### config.mk
export PLATFORM = sky130hd
export DESIGN_NAME = mem_init_gen
export DESIGN_NICKNAME = d
export VERILOG_FILES = /design/src/rtl/mem_init_gen.sv
export SDC_FILE = /design/constraint.sdc
export NUM_CORES = 1
export LEC_CHECK = 0
export CORE_MARGIN = 2
export CORE_UTILIZATION = 45
export DETAILED_ROUTE_END_ITERATION = 6
export GPL_TIMING_DRIVEN = 0
export PLACE_DENSITY = 0.73
export SETUP_SLACK_MARGIN = 0.15
export SYNTH_ARGS = -nofsm -noshare
export SYNTH_HDL_FRONTEND = slang
export SYNTH_SLANG_ARGS = --single-unit
### constraint.sdc
create_clock -name clk -period 3.45 [get_ports clk]
set_input_delay 1.035 -clock clk [delete_from_list [all_inputs] [get_ports clk]]
set_output_delay 1.035 -clock clk [all_outputs]
set_load 0.01 [all_outputs]
### src/rtl/mem_init_gen.sv
// mem_init_gen: sweeps a memory with identity/constant/descending fills or
// read-back verifies an identity fill. Ports: start/mode/fill_value/q in; busy,
// finish, address, data, wen, memory_sel, verify_err, err_addr, err_count out.
module mem_init_gen #(
  parameter int          ADDR_W   = 8,
  parameter int          DATA_W   = 8,
  parameter int          DEPTH    = 256,
  parameter int          READ_LAT = 1,
  parameter logic [1:0]  MEM_SEL  = 2'b01,
  parameter int          ERRCNT_W = 9
) (
  input  logic                clk,
  input  logic                rst_n,
  input  logic                start,
  input  logic [1:0]          mode,
  input  logic [DATA_W-1:0]   fill_value,
  input  logic [DATA_W-1:0]   q,
  output logic                busy,
  output logic                finish,
  output logic [ADDR_W-1:0]   address,
  output logic [DATA_W-1:0]   data,
  output logic                wen,
  output logic [1:0]          memory_sel,
  output logic                verify_err,
  output logic [ADDR_W-1:0]   err_addr,
  output logic [ERRCNT_W-1:0] err_count
);

  localparam int CW = ADDR_W + 1;
  localparam int WW = (ADDR_W > DATA_W) ? ADDR_W : DATA_W;
  localparam logic [CW-1:0]     LAST   = CW'(DEPTH - 1);
  localparam logic [CW-1:0]     DLAST  = CW'(READ_LAT - 1);
  localparam logic [ADDR_W-1:0] LAST_A = ADDR_W'(DEPTH - 1);

  typedef enum logic [2:0] {
    IDLE, WRITE, READ, DRAIN, DONE
  } state_t;

  state_t              state, state_nx;
  logic [CW-1:0]       cnt, cnt_nx;
  logic [1:0]          mode_q;
  logic [DATA_W-1:0]   fill_q;
  logic [READ_LAT-1:0] dl_vld;
  logic [ADDR_W-1:0]   dl_adr [READ_LAT];
  logic                go;
  logic                miss;

  function automatic logic [DATA_W-1:0] to_data(
    input logic [ADDR_W-1:0] a
  );
    logic [WW-1:0] w;
    w = WW'(a);
    return w[DATA_W-1:0];
  endfunction

  assign go   = (state == IDLE) && start;
  assign miss = dl_vld[READ_LAT-1] &&
                (q != to_data(dl_adr[READ_LAT-1]));

  always_comb begin
    state_nx = state;
    cnt_nx   = cnt;
    unique case (state)
      IDLE: begin
        if (start) begin
          state_nx = (mode == 2'b11) ? READ : WRITE;
          cnt_nx   = '0;
        end
      end
      WRITE: begin
        if (cnt == LAST) state_nx = DONE;
        else             cnt_nx   = cnt + CW'(1);
      end
      READ: begin
        if (cnt == LAST) begin
          state_nx = DRAIN;
          cnt_nx   = '0;
        end else begin
          cnt_nx = cnt + CW'(1);
        end
      end
      DRAIN: begin
        if (cnt == DLAST) state_nx = DONE;
        else              cnt_nx   = cnt + CW'(1);
      end
      DONE:    state_nx = IDLE;
      default: state_nx = IDLE;
    endcase
  end

  always_comb begin
    busy       = (state != IDLE);
    finish     = (state == DONE);
    wen        = (state == WRITE);
    memory_sel = busy ? MEM_SEL : 2'b00;
    address    = '0;
    data       = '0;
    unique case (state)
      WRITE: begin
        address = cnt[ADDR_W-1:0];
        unique case (mode_q)
          2'b00:   data = to_data(address);
          2'b01:   data = fill_q;
          2'b10:   data = to_data(LAST_A - address);
          default: data = '0;
        endcase
      end
      READ:    address = cnt[ADDR_W-1:0];
      DRAIN:   address = LAST_A;
      default: address = '0;
    endcase
  end

  always_ff @(posedge clk or negedge rst_n) begin
    if (!rst_n) begin
      state  <= IDLE;
      cnt    <= '0;
      mode_q <= '0;
      fill_q <= '0;
    end else begin
      state <= state_nx;
      cnt   <= cnt_nx;
      if (go) begin
        mode_q <= mode;
        fill_q <= fill_value;
      end
    end
  end

  // Read-address delay line aligning each issued address with its q.
  always_ff @(posedge clk or negedge rst_n) begin
    if (!rst_n) begin
      dl_vld <= '0;
      for (int i = 0; i < READ_LAT; i++) dl_adr[i] <= '0;
    end else begin
      dl_vld[0] <= (state == READ);
      dl_adr[0] <= address;
      for (int i = 1; i < READ_LAT; i++) begin
        dl_vld[i] <= dl_vld[i-1];
        dl_adr[i] <= dl_adr[i-1];
      end
    end
  end

  always_ff @(posedge clk or negedge rst_n) begin
    if (!rst_n) begin
      verify_err <= 1'b0;
      err_addr   <= '0;
      err_count  <= '0;
    end else if (go) begin
      verify_err <= 1'b0;
      err_addr   <= '0;
      err_count  <= '0;
    end else if (miss) begin
      verify_err <= 1'b1;
      if (!verify_err) err_addr <= dl_adr[READ_LAT-1];
      if (err_count != '1) err_count <= err_count + ERRCNT_W'(1);
    end
  end

endmodule

After elaboration in Yosys (flattened, before gate mapping). Cells that the tools add are included.

Register bits after elaboration: 49. Output and inout bits: 39. Bits of input ports: 21. Word-level logic and storage cells: 66.

$add $sub $neg: 3. Multiplexer cells: 23. Equal/unequal tests: 17. Reduce and logical (&&, ||, !) cells: 14.

Operators with widths (count): 2-to-1 mux 9 bit (7); one-hot mux 9 bit (4 select lines) (1); 2-to-1 mux 8 bit (4); one-hot mux 8 bit (3 select lines) (1); adder 9 x 1 -> 9 bit, second input constant (2); one-hot mux 8 bit (2 select lines) (1); 2-to-1 mux 3 bit (4); one-hot mux 3 bit (4 select lines) (1); != test 2 bit, second input constant (5); == test 9 x 8 -> 1 bit, second input constant (1); logical NOT 9 bit (1); != test 9 bit, second input constant (1); != test 8 bit (1); AND reduction 4 bit (2); subtractor 8 bit, first input constant (1); == test 3 x 2 -> 1 bit, second input constant (2); == test 2 bit, second input constant (2); != test 2 x 1 -> 1 bit, second input constant (2); AND reduction 2 bit (2); nonzero test 2 bit (2); nonzero test 4 bit (1); == test 3 x 1 -> 1 bit, second input constant (1); == test 3 bit, second input constant (1); logical NOT 3 bit (1); 7 further kinds (10).

Depth between registers and ports, before layout. Gate-level depths: netlist of run 1.

Depth in word-level cells: 4. Depth in mapped cells: 12.

Worst setup path before layout of run 1. Ideal clock, no wire load.

Path kind: flip-flop to output port. Start point: register state[0]. End point: output port data[0]. Path slack: 957 ps. Stages on the path, launching flop included: 5. Arrival time: 1458 ps. Cells stage by stage: dfrtp_1 > clkbuf_1 > or3b_2 > clkbuf_1 > nor2_1.

Word-level cells in the longest chain between the ends: 2.

Ends and longest elaborated chain: start, declared (RTL line 39) `state_t state, state_nx;`; start signal, assigned (RTL line 121) `state <= state_nx;`; == test 3 x 1 -> 1 bit (RTL line 98) `unique case (state)`; 2-to-1 mux 8 bit (RTL line 98); end, declared (RTL line 21) `output logic [DATA_W-1:0] data,`.

Every way passes these cells.

Worst setup path after layout of run 1.
Start point: register state[2]. End point: output port data[5].

Same word-level chain as after synthesis.

==> results of run 1 <==
-- synth_stat cells, types with 2 or more instances --
library cell	n
nand3_1	16
buf_4	5
clkbuf_1	16
o31ai_1	4
buf_2	2
nor2b_1	7
mux2_2	2
nor3b_1	2
a211oi_1	3
a21oi_1	25
nand4_1	4
inv_1	8
o21ai_1	6
nand2b_1	3
nand2_1	59
or4_1	3
nor2_1	23
xnor2_1	16
or3_1	8
and3_1	3
nor3_1	2
buf_1	3
ha_1	6
o21ai_0	28
dfrtp_1	49
-- worst max path at each step --
stage / depth (start not counted) / startpoint / slack, ns / end
2_1_floorplan: 4 / state[0] / 0.96 / data[0]
3_3_place_gp: 1 / rst_n / -0.08 / fill_q[4]
3_5_place_dp: 5 / state[0] / 0.26 / data[2]
4_1_cts: 5 / state[1] / 0.15 / data[6]
5_1_grt: 5 / state[1] / 0.15 / data[5]
6_report: 5 / state[2] / 0.23 / data[5]
-- critical path, cell delays in order (launching register included) --
cell             delay [ns]
dfrtp_1                0.40
clkbuf_2               0.19
or3b_2                 0.45
buf_2                  0.18
nor2_1                 0.12
clkdlybuf4s50_1        0.54
-- report_power, final --
| part | total, mW | leakage (nW) | switching [mW] | internal, mW |
|---|---|---|---|---|
| sequential | 0.895 | 0.644 | 0.130 | 0.766 |
| clock | 0.430 | 0.0574 | 0.194 | 0.236 |
| combinational | 1.63 | 0.887 | 0.835 | 0.792 |
-- registers in the layout, summed over array words and instances, names as in the netlist --
name,count
cnt,9
err_count,9
dl_adr,8
err_addr,8
fill_q,8
state,3
mode_q,2
dl_vld,1
verify_err,1
-- stage by stage --
step           TNS [ns]  hold WS, ns  power, mW  cell area [µm²]
6_report              0       0.4883      2.952             3495
5_1_grt               0       0.5111      3.196             3495
4_1_cts               0       0.4879      2.988             3473
3_5_place_dp          0       0.4645      2.539             3339
3_3_place_gp     -3.663       0.4596      2.499             3324
2_1_floorplan         0       0.4460      1.812             2654
-- final cells by class --
cell class / instances / share of cell area, %
tap: 72 / 2.578
multi-input combinational: 233 / 36.59
clock inverter: 2 / 1.074
buffer: 26 / 3.795
clock buffer: 6 / 2.363
timing repair buffer: 60 / 17.65
inverter: 8 / 0.8593
sequential: 49 / 35.09
-- cells by family after synthesis --
| family | after synthesis | share of synthesized area, % |
|---|---|---|
| AO/OA/AOI/OAI | 70 | 14.38 |
| multiplexers | 2 | 0.8486 |
| other | 1 | 0.1413 |
| flip-flops | 49 | 46.20 |
| AND/OR/NAND/NOR | 137 | 24.38 |
| adder cells (fa/ha/maj) | 6 | 2.829 |
| buffers and inverters | 34 | 5.611 |
| XOR/XNOR | 17 | 5.610 |
-- per-layer routing --
metal	routed length, µm	share of wire [%]
met2	3184	49
met1	2837	44
met5	0	0
met4	68	1.1
met3	375	5.8
-- timing repair --
action,CTS,global route
hold endpoints to repair,0,0
resized for setup,6,16
buffers inserted,1,0
hold buffers,0,0
endpoints found under the setup margin,17,16
==> impl_metrics.yaml, run 1 <==
setup_path:
  timing.rr.start: "cnt[1]"
  critPathRequiredTime_ns: 2.41
  critPathMaxFanout: 10
  reg2reg_setup_slack_ns: 0.78
  regToRegEndpoint: "cnt[7]"
  start_kind: "flop"
  r2r_cells: 10
  critical_path_class: "flop to output port"
  crit_path_end_kind: "output port"
  arrival_ns: 2.18
sta:
  finalWorstSetupSlack_ns: 0.2324
  post-route-min-period_ns: 3.218
  grt_setup_unrepaired: "no"
  slew_viol_final: 0
  fmax_ghz: 0.3108
  relSlewSlack_pct: 32.60
  worstMarginPinSlew_ns: 1.003
  final_hold_viol_count: 0
  fin_crit_sh_pct: 93.26
  fin_skew_ns: 0.006531
  setup_viol: 0
cells_and_area:
  multiInputGateArea_mm2: 0.001279
  final_common_cell: "nand2_1"
  area_growth_pct: 31.68
  seq_area_mm2: 0.001226
  layout-drive-gt1-share_pct: 8.073
  layoutNonFillerInstCount: 456
  final_cell_mix: "59 x nand2_1, 50 x clkdlybuf4s50_1, 49 x dfrtp_1"
  fin_util_pct: 62.32
  nets: 410
  fill_cells: 528
  diodes: 0
min_path:
  hold_start: "fill_q[4]"
  hold_depth: 2
  worstHoldPathType: "flop to flop"
  hold_end: "fill_q[4]"
place:
  io_buffers: 58
  dp.cells: 447
  dp_hpwl_mm: 4.811
  gp_congestion: 0.8398
  dp_slack_ns: 0.2626
global_route:
  grt_overflow: 0
  grt_use_met3_pct: 4.222
  grt_use_total_pct: 21.12
  grt_pass1_vias: 2282
  grt_pass1_wl_mm: 10.67
  antenna_found_initial: 0
  grt_util_met1_pct: 27.76
  grt_max_degree: 33
  top_usage_layer: "met2"
  grtUsageMet2_pct: 36.42
routing:
  vias: 2408
  via_per_inst: 5.281
  post-route-drc-count: 0
  drt_iter0_drc: 94
  first_pass_iters: 4
  antenna_left: 0
  finalWirelength_mm: 6.465
  wl_per_cell_um: 14.18
die:
  num_rows: 27
  initial_utilization_pct: 47.32
  fp.dieH_um: 80.80
  core_mm2: 0.005608
  pin_count: 60
  die_x_um: 80.80
  design.die.area_mm2: 0.006528
synth:
  ys_warn_count: 0
  synthCells: 316
  synthFlopType: "dfrtp_1"
  netlist_area_mm2: 0.002654
  avgSynthCellArea_um2: 8.398
  synth_seq_cells: 49
  synth_async_sr_flop_share_pct: 100.0
  synth_top_cell_area_share_pct: 46.20
  ys_seq_area_share_pct: 46.20
  synth_area_leaders: "dfrtp_1 46%, nand2_1 8.3%, o21ai_0 5.3%, xnor2_1 5.3%, a21oi_1 4.7%"
  synth.distinct_cells: 38
  synth-edff-count: 0
  yosysTopAreaCell: "dfrtp_1"
  synth_nets: 343
power_and_ir_drop:
  ir_drop_mv: 0.6097
  p_leak_nw: 1.588
  powerDensity_mw_per_mm2: 844.6
cts:
  numClockSinks: 49
  clkTransAtPathRegs_ns: 0.09
  clk-insertion-delay-late_ns: 0.30
  cts-root-buf: "clkbuf_8"
  cts_tree: "built"
  numCtsBuffers: 5
  clock_tree.buffer_depth: 2
  h-tree-depth: 2
status:
  status: "completed"
flow_run:
  drv_cap: 0
No activity file was read; power rests on OpenSTA's default activity.
==> inputs of run 2 (changes only) <==
--- a/config.mk
+++ b/config.mk
@@ -10,7 +10,7 @@
 export DETAILED_ROUTE_END_ITERATION = 6
 export GPL_TIMING_DRIVEN = 0
 export PLACE_DENSITY = 0.73
-export SETUP_SLACK_MARGIN = 0.15
+export SETUP_SLACK_MARGIN = 0.05
 export SYNTH_ARGS = -nofsm -noshare
 export SYNTH_HDL_FRONTEND = slang
 export SYNTH_SLANG_ARGS = --single-unit
==> impl_metrics.yaml, run 2 (synthesis results as in run 1) <==
min_path:
  hold_end: "fill_q[4]"
  hold_depth: 2
  hold_start: "fill_q[4]"
  worstHoldPathType: "flop to flop"
place:
  gp_congestion: 0.8398
  io_buffers: 58
  dp.cells: 447
  dp_hpwl_mm: 4.811
setup_path:
  crit_path_cell_trace: "clkbuf_4 -> or3b_2 -> nor2_1 -> clkdlybuf4s50_1"
  arrival_ns: 2.24
  timing.rr.start: "cnt[1]"
  r2r_cells: 10
  cp-startpoint: "state[0]"
  crit_path_end_kind: "output port"
  critPathSlowestCell: "or3b_2"
  cp_top_family: "buffers and inverters"
  cpPeakStageDelay_ns: 0.57
  critical_path_class: "flop to output port"
  regToRegEndpoint: "cnt[7]"
  start_kind: "flop"
  reg2reg_setup_slack_ns: 0.76
  critPathBufInv: 2
  critPathMaxFanout: 10
  critPathRequiredTime_ns: 2.41
die:
  die_x_um: 80.80
  core_mm2: 0.005608
  initial_utilization_pct: 47.32
  num_rows: 27
  design.die.area_mm2: 0.006528
  pin_count: 60
  fp.dieH_um: 80.80
power_and_ir_drop:
  power_mw: 2.960
  ir_drop_mv: 0.6240
  powerDensity_mw_per_mm2: 857.4
  p_leak_nw: 1.481
sta:
  relSlewSlack_pct: 32.69
  final_hold_viol_count: 0
  slew_viol_final: 0
  fmax_ghz: 0.3052
  fin_crit_sh_pct: 94.97
  worstMarginPinSlew_ns: 1.002
  post-route-min-period_ns: 3.276
  grt_setup_unrepaired: "no"
  fin_skew_ns: 0.008398
  setup_viol: 0
cts:
  cts_setup_buffers: 0
  numClockSinks: 49
  hold_buffers: 0
  h-tree-depth: 2
  cts_tree: "built"
  clk-insertion-delay-late_ns: 0.31
  cts-root-buf: "clkbuf_8"
  clkTransAtPathRegs_ns: 0.09
  numCtsBuffers: 5
  clock_tree.buffer_depth: 2
flow_run:
  drv_cap: 0
cells_and_area:
  layout-drive-gt1-share_pct: 6.596
  layoutNonFillerInstCount: 451
  final_cell_mix: "59 x nand2_1, 57 x clkdlybuf4s50_1, 49 x dfrtp_1"
  fill_cells: 535
  diodes: 0
  final_common_cell: "nand2_1"
  multiInputGateArea_mm2: 0.001279
  seq_area_mm2: 0.001226
  area_growth_pct: 30.08
  biggestRegsByFlops: "cnt (9), err_count (9)"
  nets: 405
global_route:
  grt_use_total_pct: 21.03
  grt_overflow: 0
  grt_pass1_wl_mm: 10.62
  grt_pass1_vias: 2265
  grt_max_degree: 33
  antenna_found_initial: 0
routing:
  via_per_inst: 5.299
  drt_iter0_drc: 111
  wl_per_cell_um: 14.28
  first_pass_iters: 5
  post-route-drc-count: 0
  vias: 2390
  antenna_left: 0
  finalWirelength_mm: 6.440
status:
  status: "completed"
-- run 2: cell count changes in the layout (fill, tap and decap cells not counted) --
cell,before,now
buf_2,5,3
clkbuf_1,9,10
clkbuf_2,6,3
clkdlybuf4s50_1,50,57
dlymetal6s2s_1,6,0
buf_4,6,5
dlygate4sd2_1,1,0
-- run 2: cell type report --
| cell class | count | area share [%] |
|---|---|---|
| buffer | 22 | 3.226 |
| clock buffer | 6 | 2.392 |
| clock inverter | 2 | 1.087 |
| inverter | 8 | 0.8699 |
| multi-input combinational | 233 | 37.04 |
| sequential | 49 | 35.52 |
| tap | 72 | 2.610 |
| timing repair buffer | 59 | 17.25 |
-- run 2: per-layer routing --
metal | routed length (µm) | global-route usage, % | up-vias
met3 | 366 | 4.222 | 7
met4 | 63 | 4.407 | 0
met2 | 3153 | 36.00 | 82
met5 | 0 | 0 | -
li1 | - | - | 1189
met1 | 2857 | 27.83 | 1112
-- run 2: how the worst max path moves through the flow --
stage / endpoint / slack [ns] / depth (start not counted)
floorplan: data[0] / 0.96 / 4
global placement: fill_q[4] / -0.08 / 1
detailed placement: data[2] / 0.26 / 5
CTS: data[2] / 0.05 / 5
global route: data[2] / 0.06 / 4
finish: data[2] / 0.17 / 4
-- run 2: report_power, final --
| part | switching [mW] | leakage (nW) | total [mW] | internal [mW] |
|---|---|---|---|---|
| combinational | 0.803 | 0.779 | 1.60 | 0.801 |
| sequential | 0.159 | 0.644 | 0.924 | 0.765 |
| clock | 0.196 | 0.0574 | 0.432 | 0.236 |
-- run 2: repair_timing --
action / CTS / global route
endpoints found under the setup margin: 12 / 15
resized for setup: 2 / 5
cloned: 0 / 0
-- run 2: worst reg2reg max path, stage by stage (launching register included) --
cell and delay, ns:
dfrtp_1 0.50, ha_1 0.28, and3_1 0.20, nand3_1 0.11
inv_1 0.06, ha_1 0.24, nor2b_1 0.12, nor3_1 0.05
a311o_1 0.40, or4_1 0.51, a21oi_1 0.15
-- run 2: through the flow --
step	setup WS, ns	hold slack [ns]	util, %	cell area, µm²	TNS [ns]
CTS	0.05437	0.4879	61.62	3456	0
floorplan	0.9566	0.4460	-	2654	0
global route	0.05871	0.5075	61.56	3452	0
detailed placement	0.2626	0.4645	59.55	3339	0
global placement	-0.07739	0.4596	59.28	3324	-3.663
finish	0.1737	0.4883	61.56	3452	0
